--- src/rtl/output_commutator_if.sv ---
// Sample-stream bundle for one delay-commutator stage.
// Optional feature macro: OUTCOMM_EXT_SEL_EN adds the external switch select sel_in.
// The master drives samples and frame control; the slave (the commutator) returns
// the registered output pair.
interface output_commutator_if #(
    parameter int WIDTH = 12
);
    logic             clr;
    logic             in_valid;
    logic [WIDTH-1:0] line1;
    logic [WIDTH-1:0] line2;
    logic [WIDTH-1:0] out_a;
    logic [WIDTH-1:0] out_b;
    logic             out_valid;
`ifdef OUTCOMM_EXT_SEL_EN
    logic             sel_in;
`endif

    modport master (
`ifdef OUTCOMM_EXT_SEL_EN
        output sel_in,
`endif
        output clr,
        output in_valid,
        output line1,
        output line2,
        input  out_a,
        input  out_b,
        input  out_valid
    );

    modport slave (
`ifdef OUTCOMM_EXT_SEL_EN
        input  sel_in,
`endif
        input  clr,
        input  in_valid,
        input  line1,
        input  line2,
        output out_a,
        output out_b,
        output out_valid
    );
endinterface

--- src/rtl/output_commutator.sv ---
// Delay-commutator stage for the FFT output path.
// line2 is delayed by DEPTH accepted samples, a switch pairs samples across the two
// lines, and a matching DEPTH-sample delay on the upper branch realigns the pair.
// Optional feature macro: OUTCOMM_EXT_SEL_EN -- the switch follows bus.sel_in
// instead of the internal sample counter; fill, valid and clr are unaffected.
module output_commutator #(
    parameter int WIDTH = 12,
    parameter int DEPTH = 1
) (
    input  logic                clk,
    input  logic                rst,
    output_commutator_if.slave  bus
);
    // cnt wraps naturally at 2*DEPTH because DEPTH is a power of two
    localparam int CW = $clog2(DEPTH) + 1;
    // fill must be able to hold the value 2*DEPTH itself
    localparam int FW = CW + 1;
    localparam logic [FW-1:0] FILL_FULL = FW'(2 * DEPTH);

    logic             accept;
    logic             sel;
    logic [WIDTH-1:0] d1_old;
    logic [WIDTH-1:0] d2_old;
    logic [WIDTH-1:0] upper;
    logic [WIDTH-1:0] lower;

    logic [WIDTH-1:0] d1_q [DEPTH];
    logic [WIDTH-1:0] d1_d [DEPTH];
    logic [WIDTH-1:0] d2_q [DEPTH];
    logic [WIDTH-1:0] d2_d [DEPTH];

    logic [FW-1:0]    fill_q;
    logic [FW-1:0]    fill_d;
    logic [WIDTH-1:0] out_a_q;
    logic [WIDTH-1:0] out_a_d;
    logic [WIDTH-1:0] out_b_q;
    logic [WIDTH-1:0] out_b_d;
    logic             out_valid_q;
    logic             out_valid_d;

    // a sample presented together with clr is discarded
    assign accept = bus.in_valid & ~bus.clr;

    assign d1_old = d1_q[DEPTH-1];
    assign d2_old = d2_q[DEPTH-1];

`ifdef OUTCOMM_EXT_SEL_EN
    assign sel = bus.sel_in;
`else
    logic [CW-1:0] cnt_q;
    logic [CW-1:0] cnt_d;

    assign sel = cnt_q[CW-1];

    // sample counter: restarts on clr, advances once per accepted sample
    always_comb begin
        cnt_d = cnt_q;
        if (bus.clr) begin
            cnt_d = '0;
        end else if (bus.in_valid) begin
            cnt_d = cnt_q + CW'(1);
        end
    end

    // sample counter register
    always_ff @(posedge clk or posedge rst) begin
        if (rst) begin
            cnt_q <= '0;
        end else begin
            cnt_q <= cnt_d;
        end
    end
`endif

    assign upper = sel ? d2_old   : bus.line1;
    assign lower = sel ? bus.line1 : d2_old;

    // both delay lines shift only on an accepted sample; clr leaves their contents alone
    always_comb begin
        d1_d = d1_q;
        d2_d = d2_q;
        if (accept) begin
            d1_d[0] = upper;
            d2_d[0] = bus.line2;
            for (int i = 1; i < DEPTH; i++) begin
                d1_d[i] = d1_q[i-1];
                d2_d[i] = d2_q[i-1];
            end
        end
    end

    // delay-line storage
    always_ff @(posedge clk or posedge rst) begin
        if (rst) begin
            for (int i = 0; i < DEPTH; i++) begin
                d1_q[i] <= '0;
                d2_q[i] <= '0;
            end
        end else begin
            d1_q <= d1_d;
            d2_q <= d2_d;
        end
    end

    // fill tracking and output pair: output is valid once both delay lines hold frame data
    always_comb begin
        fill_d      = fill_q;
        out_a_d     = out_a_q;
        out_b_d     = out_b_q;
        out_valid_d = 1'b0;
        if (bus.clr) begin
            fill_d = '0;
        end else if (accept) begin
            out_a_d     = d1_old;
            out_b_d     = lower;
            out_valid_d = (fill_q == FILL_FULL);
            if (fill_q != FILL_FULL) begin
                fill_d = fill_q + FW'(1);
            end
        end
    end

    // output and fill registers
    always_ff @(posedge clk or posedge rst) begin
        if (rst) begin
            fill_q      <= '0;
            out_a_q     <= '0;
            out_b_q     <= '0;
            out_valid_q <= 1'b0;
        end else begin
            fill_q      <= fill_d;
            out_a_q     <= out_a_d;
            out_b_q     <= out_b_d;
            out_valid_q <= out_valid_d;
        end
    end

    assign bus.out_a     = out_a_q;
    assign bus.out_b     = out_b_q;
    assign bus.out_valid = out_valid_q;

endmodule

--- src/flat_wrapper.sv ---
// flat-port wrapper written by rule: the top's interface ports become plain ports
module output_commutator_flat 
#(
    parameter int WIDTH = 12,
    parameter int DEPTH = 1
)
  (clk, rst, bus_clr, bus_in_valid, bus_line1, bus_line2, bus_out_a, bus_out_b, bus_out_valid);
  output_commutator_if #(.WIDTH(WIDTH)) bus_i ();
  input  logic clk;
  input  logic rst;
  input wire logic [$bits(bus_i.clr)-1:0] bus_clr;
  input wire logic [$bits(bus_i.in_valid)-1:0] bus_in_valid;
  input wire logic [$bits(bus_i.line1)-1:0] bus_line1;
  input wire logic [$bits(bus_i.line2)-1:0] bus_line2;
  output wire logic [$bits(bus_i.out_a)-1:0] bus_out_a;
  output wire logic [$bits(bus_i.out_b)-1:0] bus_out_b;
  output wire logic [$bits(bus_i.out_valid)-1:0] bus_out_valid;
  assign bus_i.clr = bus_clr;
  assign bus_i.in_valid = bus_in_valid;
  assign bus_i.line1 = bus_line1;
  assign bus_i.line2 = bus_line2;
  assign bus_out_a = bus_i.out_a;
  assign bus_out_b = bus_i.out_b;
  assign bus_out_valid = bus_i.out_valid;
  output_commutator #(.WIDTH(WIDTH), .DEPTH(DEPTH)) u_core (.clk(clk), .rst(rst), .bus(bus_i));
endmodule
--- config.mk ---
export PLATFORM = sky130hd
export DESIGN_NAME = output_commutator_flat
export DESIGN_NICKNAME = d
export VERILOG_FILES = /design/src/rtl/output_commutator_if.sv /design/src/rtl/output_commutator.sv /design/src/flat_wrapper.sv
export SDC_FILE = /design/constraint.sdc
export NUM_CORES = 1
export LEC_CHECK = 0
export CAP_MARGIN = 10
export CORE_MARGIN = 10
export CORE_UTILIZATION = 34
export DETAILED_ROUTE_END_ITERATION = 16
export SLEW_MARGIN = 20
export SYNTH_ARGS = -nofsm -noshare
export SYNTH_HDL_FRONTEND = slang
export SYNTH_SLANG_ARGS = --single-unit
--- constraint.sdc ---
create_clock -name clk -period 1.6 [get_ports clk]
set_input_delay 0.16 -clock clk [delete_from_list [all_inputs] [get_ports clk]]
set_output_delay 0.16 -clock clk [all_outputs]
set_load 0.1 [all_outputs]
==> results.md, run 1 <==
Outcome:
- The run finished with clean final reports.

Power:
- In this run the power density over the cells is 1541 nW/um^2.
- The worst-case IR drop observed on VDD is 618.6 uV.
- The analysis attributes to cell leakage a power of 1.532 nW.

Global route:
- The wire length of the first global-routing pass is 7790 um.
- In the global route stage, overall resource usage came out at 0.09521.
- The initial antenna violation count is 0.
- The maximum number of pins on one net before global-route repair is 53.
- After global routing the overflow that remains totals 0.
- The via count of the first global-routing pass is 1461.

Synth:
- The proportion of register bits with asynchronous set or reset after synthesis is 1.000.
- When the netlist entered floorplanning its net count stood at 202.
- Counting distinct cell types in the post-synthesis netlist gives 16.
- Of the synthesized area, sequential elements account for 0.5711.
- The total of flip-flops plus latches after synthesis is 52.
- Ranked by total cell area, the synthesized netlist is headed by dfrtp_1 (57%), mux2_4 (14%), mux2i_1 (11%).
- The cell area that synthesis handed to floorplanning was 2278 um^2.
- In this run, synthesis inferred 0 flip-flops with an integrated enable.
- Each instance of the synthesized netlist takes up on average 13.17 um^2.
- Of the post-synthesis cell area, the dominant cell type holds 0.5711.
- The largest area contributor in the synthesized netlist is dfrtp_1.
- Sorting the synthesized cells by how often they occur yields dfrtp_1 (52), mux2i_1 (25), nand2_1 (24), o21ai_0 (24), mux2_4 (21).
- Yosys instantiated no cell more often than dfrtp_1.
- The post-synthesis cell count is 173.
- During synthesis, Yosys emitted a total of 0 warnings.
- Among all flip-flop cells after synthesis, the most frequent one is dfrtp_1.

STA:
- The total count of hold-check failures in the final report is 0.
- Adding up every negative setup slack in the final design gives 0 ns.
- After layout, the minimum clock period comes to 1.200 ns.
- The worst slew slack as a fraction of its limit is 0.8089.
- Setup violations remaining at the end of the flow were counted as 0.
- The part of the cycle the worst path needs is 0.7497.
- The number of pins with negative max-slew slack in the final report was 0.
- For the pin with the worst max-slew slack, the measured transition is 0.2866 ns.
- The fmax is 833.6 MHz.
- For the final database, setup skew stands at 0.006759 ns.
- Setup repair after global routing left no endpoint under its margin.

Setup path:
- The worst setup path is of the flip-flop to flip-flop kind.
- The dominant delay contributor by cell family on the critical path is flip-flops.
- STA classifies the critical path endpoint as a flip-flop.
- Of all nets on the critical path, the largest fanout is 2.
- The sum of buffers and inverters on the critical path is 1.
- At the worst endpoint, the arrival time is 1.40 ns.
- STA classifies the critical path startpoint as a flip-flop.
- For this run, the slowest stage of the critical path takes 0.37 ns.
- At the worst endpoint, the required time is 1.80 ns.
- The slowest stage of the critical path belongs to the cell dfrtp_1.
- Traced cell by cell, the critical path runs through inv_1 > ha_1 > nor2b_1 > mux2i_1 > nor2_1.

Floorplan:
- The die width is 101.9 um.
- The starting density of the core is 0.3548.
- The boundary pin count is 53.
- From bottom edge to top edge, the die measures 101.9 um.
- The floorplan has 29 rows.
- After floorplanning, the core was sized to cover 6422 um^2.
- The die covers 10380 um^2.

Clock tree:
- The clock tree root buffer cell is clkbuf_8.
- After clock tree synthesis, the setup repair step added 0 buffers.
- The total clock buffers created by CTS is 5.
- After clock tree synthesis, the clock-pin slew on the worst setup and hold paths is 0.09 ns.
- Once the clock tree was built, the resizer swapped 0 gates to a different size.
- In this run, post-CTS hold repair placed 0 buffers.
- TritonCTS built the clock tree.
- In this run the number of H-tree levels came out at 2.
- The clock insertion delay at the later pin of the skew report is 0.30 ns.
- The maximum count of clock buffers along a single path is 2.
- The total number of clock tree sinks is 52.

Final layout:
- The number of nets in the finished design is 257.
- The antenna diode instance count is 0.
- The final instance area is 3319 um^2.
- The fraction of layout instances using a drive strength above 1 is 0.2882.
- The layout overhead on the synthesized area is 45.69%.

Detailed routing:
- The number of nets with antenna violations after detailed routing is 0.
- The routed design has 4538 um of wire.
- In the routed layout, each cell is associated on average with a via count of 4.523.
- The number of DRC violations after detailed-routing iteration 0 is 91.
- The detailed-route via count is 1384.
- After detailed routing, the number of remaining DRC violations is 0.
- The wire length per cell after detailed routing is 14.83 um.
- The first detailed-routing pass ran for 4 iterations.

Placed design:
- The area after detailed placement is 3161 um^2.
- Buffers placed on the I/O ports in this run total 52.
- The congestion estimate from routability-driven global placement came to 0.7067.
- The total half-perimeter wirelength after legalization and detailed placement is 3322 um.

Min path:
- The path class of the lowest-slack min-delay path is primary input to asynchronous set/reset pin.

Job:
- The max-cap check violation count is 0.
[cells by family (layout without fill, tap and decap cells)]
kind of cell / count (synthesis) / count (layout) / share of synthesized area
flip-flops: 52 / 52 / 0.5711
multiplexers: 49 / 49 / 0.2630
AND/OR/NAND/NOR: 30 / 30 / 0.05491
AO/OA/AOI/OAI: 24 / 24 / 0.05272
buffers and inverters: 15 / 71 / 0.04502
XOR/XNOR: 2 / 2 / 0.007689
adder cells (fa/ha/maj): 1 / 1 / 0.005491
[power by group]
group	leakage (nW)	total, mW	switching (mW)	internal (mW)
registers	0.642	1.77	0.220	1.55
clock network	0.0784	1.21	0.432	0.782
logic	0.812	2.13	1.27	0.856
[routing by layer]
layer	up-vias	track usage	share of wire
met5	-	0	0
met4	0	0.03905	0.012
met3	4	0.03644	0.064
met2	31	0.1357	0.45
met1	650	0.1267	0.48
li1	699	-	-
[path summary, 6_finish.rpt]
| kind | from | to | slack (ns) | depth (start not counted) |
|---|---|---|---|---|
| max | u_core.fill_q[0] | u_core.fill_q[1] | 0.40 | 5 |
| max reg2reg | u_core.fill_q[0] | u_core.fill_q[1] | 0.40 | 5 |
| min in group clk | bus_line2[2] | u_core.d2_old[2] | 0.46 | 2 |
| min | rst | u_core.bus.out_b[11] | 0.20 | 3 |
| min reg2reg | u_core.d1_old[0] | u_core.d1_old[0] | 0.49 | 2 |
| max in group asynchronous | rst | u_core.bus.out_a[1] | 1.15 | 3 |
[through the flow]
stage	util	cells	worst slack [ns]	power (mW)	hold WS [ns]
floorplan	-	173	0.1821	3.101	0.2263
global placement	0.4921	298	0.1513	3.933	0.4621
detailed placement	0.4921	298	0.1159	3.954	0.4709
CTS	0.5169	306	0.3900	5.176	0.2183
global route	0.5169	306	0.2751	5.333	0.2198
finish	0.5169	306	0.4004	5.115	0.2022
[state kept, by name, indices dropped and copies added, names as in the netlist]
register / cells
u_core.bus.out_a: 12
u_core.fill_q: 2
u_core.d1_old: 12
u_core.bus.out_b: 12
u_core.cnt_q: 1
u_core.bus.out_valid: 1
u_core.d2_old: 12
[cells in the final DEF, fill, tap and decap left out]
master	synthesis	final
buf_12	0	29
buf_4	3	3
bufinv_16	0	3
clkbuf_8	0	5
clkdlybuf4s50_1	0	27
dfrtp_1	52	52
ha_1	1	1
inv_1	4	3
inv_2	0	1
mux2_2	3	3
mux2_4	21	21
mux2i_1	25	25
nand2_1	24	24
nand2b_4	1	1
nor2_1	4	4
nor2b_1	1	1
o21ai_0	24	24
xnor2_1	2	2
[area by class of cell]
class	instances	area [um^2]
Fill cell	528	3103
Sequential cell	52	1301
Multi-Input combinational cell	106	874.6
Timing Repair Buffer	59	873.3
Tap cell	77	96.34
Clock inverter	3	90.09
Clock buffer	5	68.82
Inverter	4	15.01
[tightest hold or removal path: stages]
cell	delay, ns
clkdlybuf4s50_1	0.41
inv_2	0.07
buf_12	0.25
No activity file was read; power rests on OpenSTA's default activity.
==> run 2, diff against run 1 <==
==> constraint.sdc (replaced) <==
create_clock -name clk -period 1 [get_ports clk]
set_input_delay 0.1 -clock clk [delete_from_list [all_inputs] [get_ports clk]]
set_output_delay 0.1 -clock clk [all_outputs]
set_load 0.1 [all_outputs]
==> run 2 against run 1 <==
The run now ends with negative setup slack left. Cell area up 9.8%. Clock power about the same. Non-clock buffer count increased by 23. Via count up 9.0%. First-iteration DRC count down 75%. Clock-buffer cell count is 1 higher. Hold slack lost 0.018 ns. Sequential share of layout area fell by 1.8 points.
==> results.md, run 2 (synthesis results as in run 1) <==
Final layout:
- The fraction of layout instances using a drive strength above 1 was 0.4802 (+0.1919).
- The final instance area came to 3643 um^2 (+9.8%).
- The final cell count without fillers is 329 (+7.5%).
- The final design utilization was 0.5673 (+0.05046).
- In the layout the commonest cells are buf_12 (31), dfrtp_1 (27), clkdlybuf4s50_1 (25), nand2_1 (24), o21ai_1 (24).
- The antenna diode instance count is 0 (unchanged).
- The number of inserted filler cells in the final layout is 512 (-3.0%).
- The number of nets in the finished design is 280 (+8.9%).
- Compared with the post-synthesis result, the final layout area differs by 59.91%.
- Leaving out fill and tap cells, the most frequent cell in the layout is buf_12.

Detailed routing:
- The routed via count divided by cell count came to 4.587 (+1.4%).
- The total length of routed wires came to 4983 um (+9.8%).
- The number of DRC violations after detailed-routing iteration 0 is 23 (-75%).
- The detailed-route via count is 1509 (+9.0%).
- The number of nets with antenna violations after detailed routing is 0 (unchanged).
- The count of unresolved DRC violations after routing came to 0 (unchanged).
- The number of iterations in the first detailed-routing pass is 4 (unchanged).
- The wire length per cell after detailed routing is 15.15 um (+2.1%).

Clock tree:
- The CTS tree is done.
- The maximum count of clock buffers along a single path is 2 (unchanged).
- The cts-stage hold buffer count is 0 (unchanged).
- The clock insertion delay at the later pin of the skew report is 0.30 ns (about the same).
- The maximum level of the CTS H-tree was 2 (unchanged).
- The post-CTS clock slew at the launch and capture registers of the worst setup and hold paths is 0.09 ns (about the same).
- The clock tree root buffer cell is clkbuf_8.
- The total number of clock tree sinks is 52 (unchanged).
- The total clock buffers created by CTS is 5 (unchanged).

STA:
- The time the final worst path needs with I/O delays and setup came to 1.099 ns (-0.1001 ns).
- The worst clock skew is 0.005895 ns (-0.0008646 ns).
- The part of the cycle the worst path needs came to 1.099 (+0.3498).
- The post-route setup TNS came to -1.261 ns (-1.261 ns).
- The slew at the pin with the worst max-slew slack is 0.1481 ns (-0.1385 ns).
- The worst-case setup margin in the final layout is -0.09950 ns (-0.4999 ns).
- The worst slew slack as a fraction of its limit is 0.8984 (+0.08954).
- The fmax is 909.5 MHz (+9.1%).
- The total count of hold-check failures in the final report is 0 (unchanged).
- Setup repair after global routing could not meet its margin everywhere.
- The number of pins with negative max-slew slack in the final report is 0 (unchanged).
- The worst hold margin is 0.1838 ns (-0.01842 ns).
- The total of endpoints with negative setup slack in the final report came to 31 (+31).

Floorplan:
- The die area is 10380 um^2 (unchanged).
- The vertical die dimension is 101.9 um (unchanged).
- The starting density of the core is 0.3548 (unchanged).
- The area of the placeable core is 6422 um^2 (unchanged).
- The boundary pin count is 53 (unchanged).
- The number of core rows came to 29 (unchanged).
- The die width is 101.9 um (unchanged).

Placed design:
- The global placer's final weighted congestion is 0.7024 (-0.61%).
- The post-place setup slack is -0.3899 ns (-0.5058 ns).
- The area after detailed placement was 3337 um^2 (+5.6%).
- The total half-perimeter wirelength after legalization and detailed placement is 3597 um (+8.3%).
- The cell count after placement was 308 (+3.4%).
- The number of port buffers came to 52 (unchanged).

Setup path:
- The maximum net fanout on the critical path is 2 (unchanged).
- The start-to-end type of the worst setup path is flip-flop to flip-flop.
- The category of the worst setup path capture point is a flip-flop.
- The arrival time at the worst endpoint came to 1.34 ns (-0.06 ns).
- The flop-to-flop setup slack is -0.1 ns (-0.50 ns).
- The launch instance of the worst register-to-register path is u_core.fill_q[0].
- The endpoint of the most critical register-to-register path is u_core.fill_q[0].
- Traced cell by cell, the critical path runs through inv_1 > ha_2 > nor2b_4 > buf_4 > xnor2_2 > nor2_1.
- The most critical setup path has its startpoint at u_core.fill_q[0].
- The kind of cell with the highest combined delay along the critical path is flip-flops.
- The worst reg-to-reg path cell count is 6 (+1).
- For this design, the slowest cell found on the critical path is dfrtp_1.
- The critical path ends at u_core.fill_q[0].
- The data required time of the critical path is 1.24 ns (-0.56 ns).
- The critical path launch point type is a flip-flop.
- The sum of buffers and inverters on the critical path is 2 (+1).
- The largest incremental delay on the critical path is 0.38 ns (about the same).
- The total number of cells along the worst setup path is 6 (+1).

Min path:
- The path class of the lowest-slack min-delay path is primary input to asynchronous set/reset pin.

Global route:
- The maximum number of pins on one net before global-route repair was 32 (-40%).
- The wire length of the first global-routing pass is 8176 um (+5.0%).
- The initial antenna violation count is 0 (unchanged).
- The via count of the first global-routing pass is 1631 (+12%).
- The overall fraction of global-route tracks in use is 0.1002 (+0.004944).
- The total overflow reported by the global router was 0 (unchanged).

Power:
- The power density over cell area is 2178 nW/um^2 (+41%).
- The leakage dissipation is 1.665 nW (+8.6%).
- The worst supply voltage drop on vdd was 1069 uV (+73%).
- The overall power of the completed layout was 7.937 mW (+55%).

Outcome:
- The run finished, with violations left.
- The checks that failed: negative setup slack.

Job:
- The max-cap check violation count is 0 (unchanged).
[run 2: power by group]
group	switching, mW	internal, mW	leakage, nW
sequential	0.372	2.58	0.611
clock	0.676	0.554	0.0510
combinational	2.12	1.64	1.00
total	3.17	4.77	1.66
[run 2: worst min-delay path, delay by kind of cell]
kind	cells	cell delay (ns)
buffers and inverters	3	0.74
[run 2: how the worst min path moves through the flow]
stage | slack (ns) | from | cells past startpoint | endpoint
final | 0.18 | rst | 3 | u_core.d1_old[0]
after global routing | 0.20 | bus_clr | 3 | u_core.cnt_q
after CTS | 0.19 | rst | 3 | u_core.d1_old[0]
after detailed placement | 0.47 | u_core.d1_old[6] | 2 | u_core.d1_old[6]
after global placement | 0.46 | u_core.d1_old[6] | 2 | u_core.d1_old[6]
after floorplan | 0.15 | rst | 1 | u_core.bus.out_a[0]
[run 2: area by class of cell]
| class | instances | area, um^2 | area share |
|---|---|---|---|
| tap | 77 | 96.34 | 0.02644 |
| timing repair buffer | 82 | 1155 | 0.3170 |
| sequential | 52 | 1363 | 0.3740 |
| clock inverter | 2 | 10.01 | 0.002747 |
| clock buffer | 6 | 82.58 | 0.02266 |
| multi-input combinational | 106 | 918.4 | 0.2521 |
| inverter | 4 | 18.77 | 0.005151 |
[run 2: per-layer routing]
layer,part of all wire,GRT usage,wire length [um],vias to the layer above
met5,0,0,0,-
met4,0.011,0.02928,56,0
met3,0.066,0.04318,331,4
met2,0.50,0.1645,2476,31
met1,0.43,0.1169,2120,728
li1,-,-,-,746
[run 2: repair_timing]
| item | 4_1_cts | 5_1_grt |
|---|---|---|
| setup buffers | 6 | 4 |
| gates resized for setup | 24 | 16 |
| cloned | 3 | 0 |
| endpoints found under the setup margin | 63 | 54 |
| pin swaps | 2 | 3 |
==> run 3, diff against run 2 <==
--- a/config.mk
+++ b/config.mk
@@ -9,6 +9,7 @@
 export CORE_MARGIN = 10
 export CORE_UTILIZATION = 34
 export DETAILED_ROUTE_END_ITERATION = 16
+export GPL_TIMING_DRIVEN = 0
 export SLEW_MARGIN = 20
 export SYNTH_ARGS = -nofsm -noshare
 export SYNTH_HDL_FRONTEND = slang
==> run 3 against run 2 <==
Die area did not move. The flow still finishes with violations (negative setup slack). Hold slack got worse by 0.028 ns. Sequential power about the same. Maximum frequency rose by 0.83%. Critical path type is now flip-flop to output pin. Power decreased by 0.99%. Sequential share of layout area increased by 0.97 points. Worst setup slack better by 0.0090 ns.
==> results.md, run 3 (synthesis results as in run 1) <==
Final layout:
- The final design utilization came to 0.5525 (-0.01481).
- The library cell used most frequently in the layout, excluding fill and tap cells, is buf_12.
- The fraction of layout instances using a drive strength above 1 came to 0.4798 (about the same).
- Compared with the post-synthesis result, the final layout area differs by 55.74%.
- The area used by sequential logic in the layout is 1361 um^2 (about the same).
- The antenna diode instance count is 0 (unchanged).
- The number of nets in the finished design is 276 (-1.4%).
- The multi-input combinational cell area is 925.9 um^2 (+0.82%).
- In the layout the commonest cells are buf_12 (30), dfrtp_1 (28), clkdlybuf4s50_1 (25), nand2_1 (24), o21ai_1 (24).
- The final instance area is 3548 um^2 (-2.6%).
- The number of inserted filler cells in the final layout is 536 (+4.7%).

Clock tree:
- The total clock buffers created by CTS came to 5 (unchanged).
- The CTS tree is done.
- In this run the clock root is driven by a clkbuf_8.
- The maximum count of clock buffers along a single path came to 2 (unchanged).
- The clock insertion delay at the later pin of the skew report is 0.31 ns (about the same).
- The post-CTS clock slew at the launch and capture registers of the worst setup and hold paths was 0.09 ns (about the same).
- The maximum level of the CTS H-tree is 2 (unchanged).
- The total number of clock tree sinks was 52 (unchanged).

STA:
- The worst clock skew is 0.006550 ns (+0.0006555 ns).
- The fmax is 917.0 MHz (+0.83%).
- The total of endpoints with negative setup slack in the final report is 41 (+32%).
- The worst slew slack as a fraction of its limit is 0.6025 (-0.2959).
- The worst-case setup margin in the final layout is -0.09049 ns (+0.009008 ns).
- The total count of hold-check failures in the final report came to 0 (unchanged).
- Setup repair after global routing could not meet its margin everywhere.
- The slew at the pin with the worst max-slew slack is 0.5949 ns (+0.4468 ns).
- The number of pins with negative max-slew slack in the final report is 0 (unchanged).
- The post-route setup TNS is -1.615 ns (-0.3541 ns).
- The part of the cycle the worst path needs was 1.090 (-0.009008).
- The time the final worst path needs with I/O delays and setup is 1.090 ns (-0.009008 ns).

Floorplan:
- The boundary pin count is 53 (unchanged).
- The die width is 101.9 um (unchanged).
- The vertical die dimension is 101.9 um (unchanged).
- The area of the placeable core came to 6422 um^2 (unchanged).
- The die area came to 10380 um^2 (unchanged).
- The starting density of the core was 0.3548 (unchanged).
- The number of core rows is 29 (unchanged).

Setup path:
- The critical path is of the flip-flop to output pin type.
- The maximum net fanout on the critical path is 2 (unchanged).
- The total number of cells along the worst setup path was 1 (-5).
- The flop-to-flop setup slack is -0.08 ns (+0.02 ns).
- The critical path launch point is u_core.bus.out_a[6].
- The data required time of the critical path is 0.90 ns (-0.34 ns).
- The worst setup path is launched from a flip-flop.
- Walking the worst path, the cells encountered are buf_12.
- The arrival time at the worst endpoint is 0.99 ns (-0.35 ns).
- The worst register-to-register path begins at u_core.fill_q[0].
- Among all stages on the critical path, the largest delay is contributed by dfrtp_4.
- The cell family contributing the most delay on the critical path is flip-flops.
- The sum of buffers and inverters on the critical path is 1 (-1).
- The endpoint of the most critical register-to-register path is u_core.fill_q[1].
- The category of the worst setup path capture point is an output pin.
- The largest incremental delay on the critical path is 0.51 ns (+0.13 ns).
- The capturing instance or port of the critical path is bus_out_a[6].
- The worst reg-to-reg path cell count is 5 (-1).

Global route:
- The maximum number of pins on one net before global-route repair is 28 (-13%).
- The initial antenna violation count is 0 (unchanged).
- The total overflow reported by the global router is 0 (unchanged).
- The overall fraction of global-route tracks in use was 0.1021 (+0.001992).
- The via count of the first global-routing pass came to 1602 (-1.8%).
- The wire length of the first global-routing pass is 8314 um (+1.7%).

Detailed routing:
- The routed via count divided by cell count is 4.618 (+0.69%).
- The count of unresolved DRC violations after routing is 0 (unchanged).
- The number of DRC violations after detailed-routing iteration 0 is 20 (-13%).
- The number of nets with antenna violations after detailed routing is 0 (unchanged).
- The number of iterations in the first detailed-routing pass is 2 (-2).
- The detailed-route via count came to 1501 (-0.53%).
- The wire length per cell after detailed routing is 15.44 um (+1.9%).
- The total length of routed wires is 5018 um (+0.70%).

Min path:
- The path class of the lowest-slack min-delay path is primary input to flip-flop.

Power:
- The power density over cell area came to 2214 nW/um^2 (+1.7%).
- The worst supply voltage drop on vdd is 783.2 uV (-27%).
- The leakage dissipation came to 1.587 nW (-4.7%).
- The overall power of the completed layout came to 7.858 mW (-0.99%).

Placed design:
- The global placer's final weighted congestion is 0.7363 (+4.8%).
- The area after detailed placement came to 2999 um^2 (-10%).
- The number of port buffers is 52 (unchanged).
- The total half-perimeter wirelength after legalization and detailed placement is 3708 um (+3.1%).

Outcome:
- The flow ran to the end, but the final reports show violations.
- The final reports fail on negative setup slack.

Job:
- The max-cap check violation count is 0 (unchanged).
## run 3: changes by cell type in the layout (fill, tap and decap cells not counted), moves of 2 or more
cell and change:
buf_6 +3, bufbuf_16 -2, clkinv_2 -2, clkinvlp_4 +2, mux2i_2 +4, buf_4 -8
mux2i_1 -4, buf_2 +3
## run 3: stage by stage
| step | hold slack [ns] | instances | worst slack, ns |
|---|---|---|---|
| after global routing | 0.1618 | 325 | -0.1504 |
| after floorplan | 0.1548 | 173 | -0.03510 |
| after detailed placement | 0.4713 | 303 | -0.6358 |
| after global placement | 0.4668 | 302 | -0.6360 |
| after CTS | 0.1508 | 323 | -0.1368 |
| final | 0.1555 | 325 | -0.09049 |
## run 3: layout make-up
| cell class | instances | share of cell area |
|---|---|---|
| flip-flops and latches | 52 | 0.3836 |
| multi-input cells | 106 | 0.2609 |
| repair buffers | 67 | 0.2592 |
| plain buffers | 11 | 0.03773 |
| well taps | 77 | 0.02715 |
| clock buffers | 5 | 0.01939 |
| clock inverters | 3 | 0.006700 |
| inverters | 4 | 0.005289 |
## run 3: worst min path at each step
stage | depth (start not counted) | to | from | slack, ns
after floorplan | 1 | u_core.bus.out_a[0] | rst | 0.15
after global placement | 2 | u_core.d1_old[11] | u_core.d1_old[11] | 0.47
after detailed placement | 2 | u_core.d1_old[10] | u_core.d1_old[10] | 0.47
after CTS | 2 | u_core.cnt_q | bus_clr | 0.15
after global routing | 2 | u_core.cnt_q | bus_clr | 0.16
final | 2 | u_core.cnt_q | bus_clr | 0.16
## run 3: per-layer routing
layer	routed length [um]	part of all wire	GRT usage	vias to the layer above
li1	-	-	-	733
met1	2127	0.42	0.1251	732
met2	2542	0.51	0.1635	30
met3	264	0.053	0.03441	6
met4	83	0.017	0.03905	0
met5	0	0	0	-
## run 3: repair_timing
| action | 4_1_cts | 5_1_grt |
|---|---|---|
| pin swaps | 3 | 5 |
| resized for setup | 256 | 17 |
| endpoints found under the setup margin | 77 | 55 |
| hold buffers | 0 | 0 |
| buffers inserted | 10 | 5 |
| cloned | 2 | 0 |
## run 3: where the power goes
| part | internal (mW) | switching (mW) |
|---|---|---|
| sequential | 2.58 | 0.349 |
| combinational | 1.59 | 2.13 |
| clock | 0.496 | 0.713 |
